`src/rtl/id_ex_alu_dec_pkg.sv`:
```
// Shared types and constants for the ID/EX ALU decode slice: ALU op codes,
// RV32I opcodes, branch-type codes and the decoded control bundle.
package id_ex_alu_dec_pkg;

  localparam int XLEN         = 32;
  localparam int ALU_OP_WIDTH = 4;

  // ALU operation codes consumed by the EX-stage ALU
  localparam logic [ALU_OP_WIDTH-1:0] ALU_ADD  = 4'd0;
  localparam logic [ALU_OP_WIDTH-1:0] ALU_SUB  = 4'd1;
  localparam logic [ALU_OP_WIDTH-1:0] ALU_SLL  = 4'd2;
  localparam logic [ALU_OP_WIDTH-1:0] ALU_SLT  = 4'd3;
  localparam logic [ALU_OP_WIDTH-1:0] ALU_SLTU = 4'd4;
  localparam logic [ALU_OP_WIDTH-1:0] ALU_XOR  = 4'd5;
  localparam logic [ALU_OP_WIDTH-1:0] ALU_SRL  = 4'd6;
  localparam logic [ALU_OP_WIDTH-1:0] ALU_SRA  = 4'd7;
  localparam logic [ALU_OP_WIDTH-1:0] ALU_OR   = 4'd8;
  localparam logic [ALU_OP_WIDTH-1:0] ALU_AND  = 4'd9;

  // Full 7-bit opcodes; the low two bits must be 11 for any legal RV32I word
  localparam logic [6:0] OPC_OP     = 7'b0110011;
  localparam logic [6:0] OPC_OP_IMM = 7'b0010011;
  localparam logic [6:0] OPC_LUI    = 7'b0110111;
  localparam logic [6:0] OPC_AUIPC  = 7'b0010111;
  localparam logic [6:0] OPC_JAL    = 7'b1101111;
  localparam logic [6:0] OPC_JALR   = 7'b1100111;
  localparam logic [6:0] OPC_BRANCH = 7'b1100011;
  localparam logic [6:0] OPC_LOAD   = 7'b0000011;
  localparam logic [6:0] OPC_STORE  = 7'b0100011;

  localparam logic [6:0] F7_ZERO = 7'b0000000;
  localparam logic [6:0] F7_ALT  = 7'b0100000;

  // Branch types: Z/NZ test the ALU result against zero in EX
  localparam logic [2:0] BR_NONE = 3'd0;
  localparam logic [2:0] BR_Z    = 3'd1;
  localparam logic [2:0] BR_NZ   = 3'd2;
  localparam logic [2:0] BR_JAL  = 3'd3;
  localparam logic [2:0] BR_JALR = 3'd4;

  typedef struct packed {
    logic [ALU_OP_WIDTH-1:0] alu_op;
    logic [XLEN-1:0]         alu_src1;
    logic [XLEN-1:0]         alu_src2;
    logic [XLEN-1:0]         imm;
    logic [XLEN-1:0]         st_data;
    logic [4:0]              rd_idx;
    logic                    rd_we;
    logic                    mem_re;
    logic                    mem_we;
    logic [2:0]              br_type;
    logic                    illegal;
  } alu_ctrl_t;

  // funct3 -> ALU op for the non-alternate forms of OP / OP-IMM
  function automatic logic [ALU_OP_WIDTH-1:0] base_op(input logic [2:0] funct3);
    case (funct3)
      3'b000:  base_op = ALU_ADD;
      3'b001:  base_op = ALU_SLL;
      3'b010:  base_op = ALU_SLT;
      3'b011:  base_op = ALU_SLTU;
      3'b100:  base_op = ALU_XOR;
      3'b101:  base_op = ALU_SRL;
      3'b110:  base_op = ALU_OR;
      default: base_op = ALU_AND;
    endcase
  endfunction

endpackage

```
`src/rtl/alu_ctrl_dec.sv`:
```
// Combinational RV32I decoder: instruction, pc and register operands in,
// ALU/branch/memory/writeback control bundle out.
module alu_ctrl_dec
  import id_ex_alu_dec_pkg::*;
(
  input  logic [31:0]     inst,
  input  logic [XLEN-1:0] pc,
  input  logic [XLEN-1:0] rs1_data,
  input  logic [XLEN-1:0] rs2_data,
  output alu_ctrl_t       ctrl
);

  logic [6:0]      opcode;
  logic [2:0]      funct3;
  logic [6:0]      funct7;
  logic [XLEN-1:0] imm_i, imm_s, imm_b, imm_j, imm_u, shamt;
  logic            legal;

  assign opcode = inst[6:0];
  assign funct3 = inst[14:12];
  assign funct7 = inst[31:25];

  assign imm_i = {{20{inst[31]}}, inst[31:20]};
  assign imm_s = {{20{inst[31]}}, inst[31:25], inst[11:7]};
  assign imm_b = {{19{inst[31]}}, inst[31], inst[7], inst[30:25], inst[11:8], 1'b0};
  assign imm_j = {{11{inst[31]}}, inst[31], inst[19:12], inst[20], inst[30:21], 1'b0};
  assign imm_u = {inst[31:12], 12'b0};
  assign shamt = {27'b0, inst[24:20]};

  // Opcode decode; any illegal encoding collapses to a harmless ADD with no side effects
  always_comb begin
    ctrl        = '0;
    ctrl.alu_op = ALU_ADD;
    ctrl.rd_idx = inst[11:7];
    legal       = 1'b1;
    case (opcode)
      OPC_OP: begin
        ctrl.alu_src1 = rs1_data;
        ctrl.alu_src2 = rs2_data;
        ctrl.rd_we    = 1'b1;
        if (funct7 == F7_ZERO)                         ctrl.alu_op = base_op(funct3);
        else if (funct7 == F7_ALT && funct3 == 3'b000) ctrl.alu_op = ALU_SUB;
        else if (funct7 == F7_ALT && funct3 == 3'b101) ctrl.alu_op = ALU_SRA;
        else                                           legal = 1'b0;
      end
      OPC_OP_IMM: begin
        ctrl.alu_src1 = rs1_data;
        ctrl.alu_src2 = imm_i;
        ctrl.imm      = imm_i;
        ctrl.rd_we    = 1'b1;
        ctrl.alu_op   = base_op(funct3);
        // Shifts take the 5-bit shamt; the upper imm bits select the shift kind
        if (funct3 == 3'b001) begin
          ctrl.alu_src2 = shamt;
          if (funct7 != F7_ZERO) legal = 1'b0;
        end else if (funct3 == 3'b101) begin
          ctrl.alu_src2 = shamt;
          if (funct7 == F7_ALT)       ctrl.alu_op = ALU_SRA;
          else if (funct7 != F7_ZERO) legal = 1'b0;
        end
      end
      OPC_LUI: begin
        ctrl.alu_src2 = imm_u;
        ctrl.imm      = imm_u;
        ctrl.rd_we    = 1'b1;
      end
      OPC_AUIPC: begin
        ctrl.alu_src1 = pc;
        ctrl.alu_src2 = imm_u;
        ctrl.imm      = imm_u;
        ctrl.rd_we    = 1'b1;
      end
      OPC_JAL: begin
        ctrl.alu_src1 = pc;
        ctrl.alu_src2 = 32'd4;
        ctrl.imm      = imm_j;
        ctrl.rd_we    = 1'b1;
        ctrl.br_type  = BR_JAL;
      end
      OPC_JALR: begin
        ctrl.alu_src1 = pc;
        ctrl.alu_src2 = 32'd4;
        ctrl.imm      = imm_i;
        ctrl.rd_we    = 1'b1;
        ctrl.br_type  = BR_JALR;
        legal         = (funct3 == 3'b000);
      end
      OPC_BRANCH: begin
        ctrl.alu_src1 = rs1_data;
        ctrl.alu_src2 = rs2_data;
        ctrl.imm      = imm_b;
        case (funct3)
          3'b000:  begin ctrl.alu_op = ALU_SUB;  ctrl.br_type = BR_Z;  end
          3'b001:  begin ctrl.alu_op = ALU_SUB;  ctrl.br_type = BR_NZ; end
          3'b100:  begin ctrl.alu_op = ALU_SLT;  ctrl.br_type = BR_NZ; end
          3'b101:  begin ctrl.alu_op = ALU_SLT;  ctrl.br_type = BR_Z;  end
          3'b110:  begin ctrl.alu_op = ALU_SLTU; ctrl.br_type = BR_NZ; end
          3'b111:  begin ctrl.alu_op = ALU_SLTU; ctrl.br_type = BR_Z;  end
          default: legal = 1'b0;
        endcase
      end
      OPC_LOAD: begin
        ctrl.alu_src1 = rs1_data;
        ctrl.alu_src2 = imm_i;
        ctrl.imm      = imm_i;
        ctrl.mem_re   = 1'b1;
        ctrl.rd_we    = 1'b1;
        legal         = (funct3 != 3'b011) && (funct3 != 3'b110) && (funct3 != 3'b111);
      end
      OPC_STORE: begin
        ctrl.alu_src1 = rs1_data;
        ctrl.alu_src2 = imm_s;
        ctrl.imm      = imm_s;
        ctrl.st_data  = rs2_data;
        ctrl.mem_we   = 1'b1;
        legal         = (funct3[2] == 1'b0) && (funct3 != 3'b011);
      end
      default: legal = 1'b0;
    endcase

    if (!legal) begin
      ctrl         = '0;
      ctrl.alu_op  = ALU_ADD;
      ctrl.rd_idx  = inst[11:7];
      ctrl.illegal = 1'b1;
    end else if (ctrl.rd_idx == 5'd0) begin
      ctrl.rd_we = 1'b0;
    end
  end

endmodule

```
`src/rtl/id_ex_alu_dec.sv`:
```
// ID/EX pipeline register for the ALU interface: decodes the ID instruction
// and holds the result for EX under a valid/ready handshake with flush.
module id_ex_alu_dec
  import id_ex_alu_dec_pkg::*;
#(
  parameter logic [31:0] RST_INST = 32'h0000_0013
) (
  input  logic                    clk,
  input  logic                    rst,
  input  logic                    flush,
  input  logic                    in_valid,
  output logic                    in_ready,
  input  logic [31:0]             in_inst,
  input  logic [XLEN-1:0]         in_pc,
  input  logic [XLEN-1:0]         in_rs1_data,
  input  logic [XLEN-1:0]         in_rs2_data,
  output logic                    out_valid,
  input  logic                    out_ready,
  output logic [ALU_OP_WIDTH-1:0] out_alu_op,
  output logic [XLEN-1:0]         out_alu_src1,
  output logic [XLEN-1:0]         out_alu_src2,
  output logic [XLEN-1:0]         out_imm,
  output logic [XLEN-1:0]         out_pc,
  output logic [XLEN-1:0]         out_st_data,
  output logic [4:0]              out_rd_idx,
  output logic                    out_rd_we,
  output logic                    out_mem_re,
  output logic                    out_mem_we,
  output logic [2:0]              out_br_type,
  output logic                    out_illegal,
  output logic [31:0]             out_inst
);

  alu_ctrl_t dec_ctrl;
  alu_ctrl_t ctrl_q;

  alu_ctrl_dec u_dec (
    .inst     (in_inst),
    .pc       (in_pc),
    .rs1_data (in_rs1_data),
    .rs2_data (in_rs2_data),
    .ctrl     (dec_ctrl)
  );

  // Handshake: a transfer happens on an edge where valid and ready are both high;
  // valid never waits on ready, and a held entry stays stable until it is taken.
  // The register frees up either when empty or when EX takes the entry this cycle.
  assign in_ready = !out_valid || out_ready;

  // Pipeline register: rst beats flush, flush beats load, load beats drain
  always_ff @(posedge clk) begin
    if (rst || flush) begin
      out_valid <= 1'b0;
      out_inst  <= RST_INST;
      out_pc    <= '0;
      ctrl_q    <= '0;
    end else if (in_valid && in_ready) begin
      out_valid <= 1'b1;
      out_inst  <= in_inst;
      out_pc    <= in_pc;
      ctrl_q    <= dec_ctrl;
    end else if (out_ready) begin
      out_valid <= 1'b0;
    end
  end

  assign out_alu_op   = ctrl_q.alu_op;
  assign out_alu_src1 = ctrl_q.alu_src1;
  assign out_alu_src2 = ctrl_q.alu_src2;
  assign out_imm      = ctrl_q.imm;
  assign out_st_data  = ctrl_q.st_data;
  assign out_rd_idx   = ctrl_q.rd_idx;
  assign out_rd_we    = ctrl_q.rd_we;
  assign out_mem_re   = ctrl_q.mem_re;
  assign out_mem_we   = ctrl_q.mem_we;
  assign out_br_type  = ctrl_q.br_type;
  assign out_illegal  = ctrl_q.illegal;

endmodule

```
`config.mk`:
```
export PLATFORM = sky130hd
export DESIGN_NAME = id_ex_alu_dec
export DESIGN_NICKNAME = d
export VERILOG_FILES = /design/src/rtl/id_ex_alu_dec_pkg.sv /design/src/rtl/alu_ctrl_dec.sv /design/src/rtl/id_ex_alu_dec.sv
export SDC_FILE = /design/constraint.sdc
export NUM_CORES = 1
export LEC_CHECK = 0
export ABC_AREA = 1
export BUFFER_PORTS_ARGS = -buffer_cell sky130_fd_sc_hd__buf_2
export CORE_MARGIN = 5
export CORE_UTILIZATION = 46
export CTS_BUF_LIST = sky130_fd_sc_hd__clkbuf_4 sky130_fd_sc_hd__clkbuf_8
export DETAILED_ROUTE_END_ITERATION = 16
export MAX_ROUTING_LAYER = met4
export PLACE_DENSITY = 0.79
export SKIP_LAST_GASP = 1
export SYNTH_ARGS = -nofsm -noshare
export SYNTH_HDL_FRONTEND = slang
export SYNTH_SLANG_ARGS = --single-unit
```
`constraint.sdc`:
```
create_clock -name clk -period 1.6 [get_ports clk]
set_input_delay 0.24 -clock clk [delete_from_list [all_inputs] [get_ports clk]]
set_output_delay 0.24 -clock clk [all_outputs]
set_load 0.01 [all_outputs]
```
==> flow_summary.json <==
{
  "clock_path_buffers": 3,
  "start_kind": "flip-flop",
  "maxCapViolations": 0,
  "slew_headroom": 0.7307,
  "fin_crit_ns": 1.520,
  "r2r-end": "out_imm[6]$_SDFFE_PP0P_",
  "postCtsSetupRepairBufs": 0,
  "numCtsBuffers": 35,
  "top_usage_layer": "met2",
  "grt_use_met2": 0.4923,
  "ctsHtreeMaxLevel": 2,
  "synth-main-ff-cell": "dfxtp_1",
  "final_common_cell": "nand2_1",
  "io_pins": 343,
  "finalClockSkew_ns": 0.01309,
  "cts_tree": "yes",
  "routabilityCongestion": 0.9380,
  "viasPerCell": 5.362,
  "r2r_cells": 8,
  "insertion_delay_ns": 0.51,
  "final-setup-viol-count": 0,
  "leakage_nw": 5.740,
  "drtPass1Iterations": 5,
  "die-area_um2": 21970,
  "cellPowerDensity_nw_per_um2": 927.9,
  "status": "completed",
  "hold_class": "input pin to flip-flop",
  "synth_nets": 1387,
  "drtIter0Drc": 661,
  "clkSinkCount": 204,
  "hold_viol_final": 0,
  "synth_area_per_cell_um2": 7.007,
  "synthCells": 1254,
  "rsz0062_at_grt": "yes",
  "reg2reg_from": "out_valid$_SDFFE_PP0P_",
  "stdcell_count": 1928,
  "arrival_ns": 1.95,
  "areaGrowthSynthToFinish_pct": 41.48,
  "antenna_found_initial": 2,
  "drive_gt1_frac": 0.3079,
  "place_inst": 1828,
  "grt_max_degree": 87,
  "wl_per_cell_um": 17.29,
  "core-area_um2": 18770,
  "use_met3": 0.06520,
  "final-max-slew-violation-count": 0,
  "grt_pass1_vias": 10102,
  "nNetsFinal": 1801,
  "multi_input_area_um2": 4059,
  "fin_tns_setup_ns": 0,
  "cts-root-buf": "clkbuf_8",
  "r2r_slack_ns": 0.08,
  "dp.final_hpwl_um": 23840,
  "mostFrequentLayoutCells": "nand2_1, buf_2, a21oi_1, dfxtp_1, nand3_1",
  "crit_type": "flip-flop to flip-flop",
  "drc_errors": 0,
  "crit_fanout": 52,
  "tightestPinTransition_ns": 0.4039,
  "vias": 10338,
  "synth_edf_count": 0,
  "syn_area_um2": 8787,
  "ant_nets": 0,
  "grt_pass1_wl_um": 52340,
  "end_kind": "flip-flop",
  "portBuffers": 342,
  "gr-usage-met1": 0.3503,
  "synth-async-reset-ratio": 0,
  "num_rows": 50,
  "yosysSeqAreaShare": 0.4648,
  "hp-start": "in_rs2_data[13]",
  "synth-seq-cells": 204,
  "synth.distinct_cells": 28,
  "cp.required_ns": 2.03,
  "finalCritPeriodShare": 0.9503,
  "grt-ovfl-total": 0,
  "holdPathStages": 3,
  "seq_area_um2": 4084,
  "clkTransAtPathRegs_ns": 0.06,
  "vdd_drop_max_uv": 606.4,
  "wl_um": 33330,
  "fmax_ghz": 0.6577,
  "start_util": 0.4682,
  "yosysWarnings": 0,
  "min_to": "out_st_data[13]$_SDFFE_PP0P_",
  "nFillCells": 1570,
  "track_usage": 0.3002,
  "die_h_um": 148.2,
  "fp.dieW_um": 148.2
}
Yosys cell counts (3+ instances only):
master / count / share of area
o21ai_1: 9 / 0.0051
nor2_1: 52 / 0.022
buf_1: 7 / 0.0030
buf_6: 5 / 0.0064
dfxtp_1: 204 / 0.46
clkbuf_1: 58 / 0.025
a21oi_1: 207 / 0.12
inv_1: 49 / 0.021
buf_4: 8 / 0.0068
buf_2: 20 / 0.011
o211ai_1: 6 / 0.0051
o21ai_0: 79 / 0.045
nand4_1: 3 / 0.0021
inv_2: 7 / 0.0030
nand3_1: 170 / 0.097
nand2_1: 354 / 0.15
nand2_2: 3 / 0.0021
critical path, cell delays in order, from the launching register on:
cell     delay (ns)
dfxtp_1        0.30
nand2_1        0.13
nand2_4        0.11
inv_4          0.17
buf_12         0.27
nand2_1        0.16
inv_1          0.08
nand3_1        0.07
a21oi_1        0.13
worst max-delay path by stage:
stage / start / end / slack (ns) / cells after the start
after floorplan: out_valid$_SDFFE_PP0P_ / out_illegal$_SDFFE_PP0P_ / -0.02 / 7
after global placement: in_inst[25] / out_alu_src2[31]$_SDFFE_PP0P_ / -0.32 / 11
after detailed placement: in_inst[25] / out_alu_src2[28]$_SDFFE_PP0P_ / -0.38 / 11
after CTS: out_valid$_SDFFE_PP0P_ / out_inst[9]$_SDFFE_PP0P_ / 0.05 / 7
after global routing: out_valid$_SDFFE_PP0P_ / out_pc[17]$_SDFFE_PP0P_ / -0.02 / 7
final: out_valid$_SDFFE_PP0P_ / out_imm[6]$_SDFFE_PP0P_ / 0.08 / 8
state kept, by name, summed over array words and instances, names as in the netlist, 3 cells and up:
signal,cells
out_br_type,3
out_alu_src2,32
out_inst,32
out_alu_src1,32
out_st_data,32
out_pc,32
out_alu_op,4
out_imm,32
what timing repair did:
action,4_1_cts,5_1_grt
endpoints found under the setup margin,0,87
gates resized for setup,0,5
hold buffers,37,0
hold endpoints to repair,37,0
logic make-up (layout without fill, tap and decap cells):
logic type	count (synthesis)	count (layout)	share of synthesized area
simple gates	590	590	0.2822
buf+inv	155	593	0.07675
compound gates	305	305	0.1763
flops	204	204	0.4648
other cells	0	2	0
power by group:
part           leakage, nW  internal (mW)  total [mW]  switching, mW
Sequential            1.65           5.15        5.18         0.0347
Combinational         3.68          0.469        1.19          0.717
Clock                0.412           3.07        5.17           2.09
Total                 5.74           8.69        11.5           2.85
metal layers:
layer,routed length [um],vias up
met2,16040,534
met4,1737,0
met5,0,-
li1,-,4980
met3,3115,111
met1,12440,4713
stage by stage:
stage	utilization	worst slack [ns]	area, um2	hold slack [ns]	total power, mW
3_5_place_dp	0.6006	-0.3762	11270	0.4524	6.386
3_3_place_gp	0.6006	-0.3236	11270	0.4480	6.381
4_1_cts	0.6614	0.04928	12410	0.001752	11.58
2_1_floorplan	-	-0.01556	8797	0.3532	5.798
5_1_grt	0.6624	-0.01786	12430	0.003044	11.95
6_report	0.6624	0.07950	12430	0.01878	11.54
area by class of cell:
| type | instances | share of cell area |
|---|---|---|
| repair buffers | 475 | 0.2414 |
| well taps | 234 | 0.02355 |
| clock inverters | 5 | 0.006039 |
| flip-flops and latches | 204 | 0.3285 |
| inverters | 57 | 0.01761 |
| diodes | 2 | 0.0004026 |
| multi-input cells | 895 | 0.3265 |
| clock buffers | 56 | 0.05596 |
No activity file was read; power rests on OpenSTA's default activity.
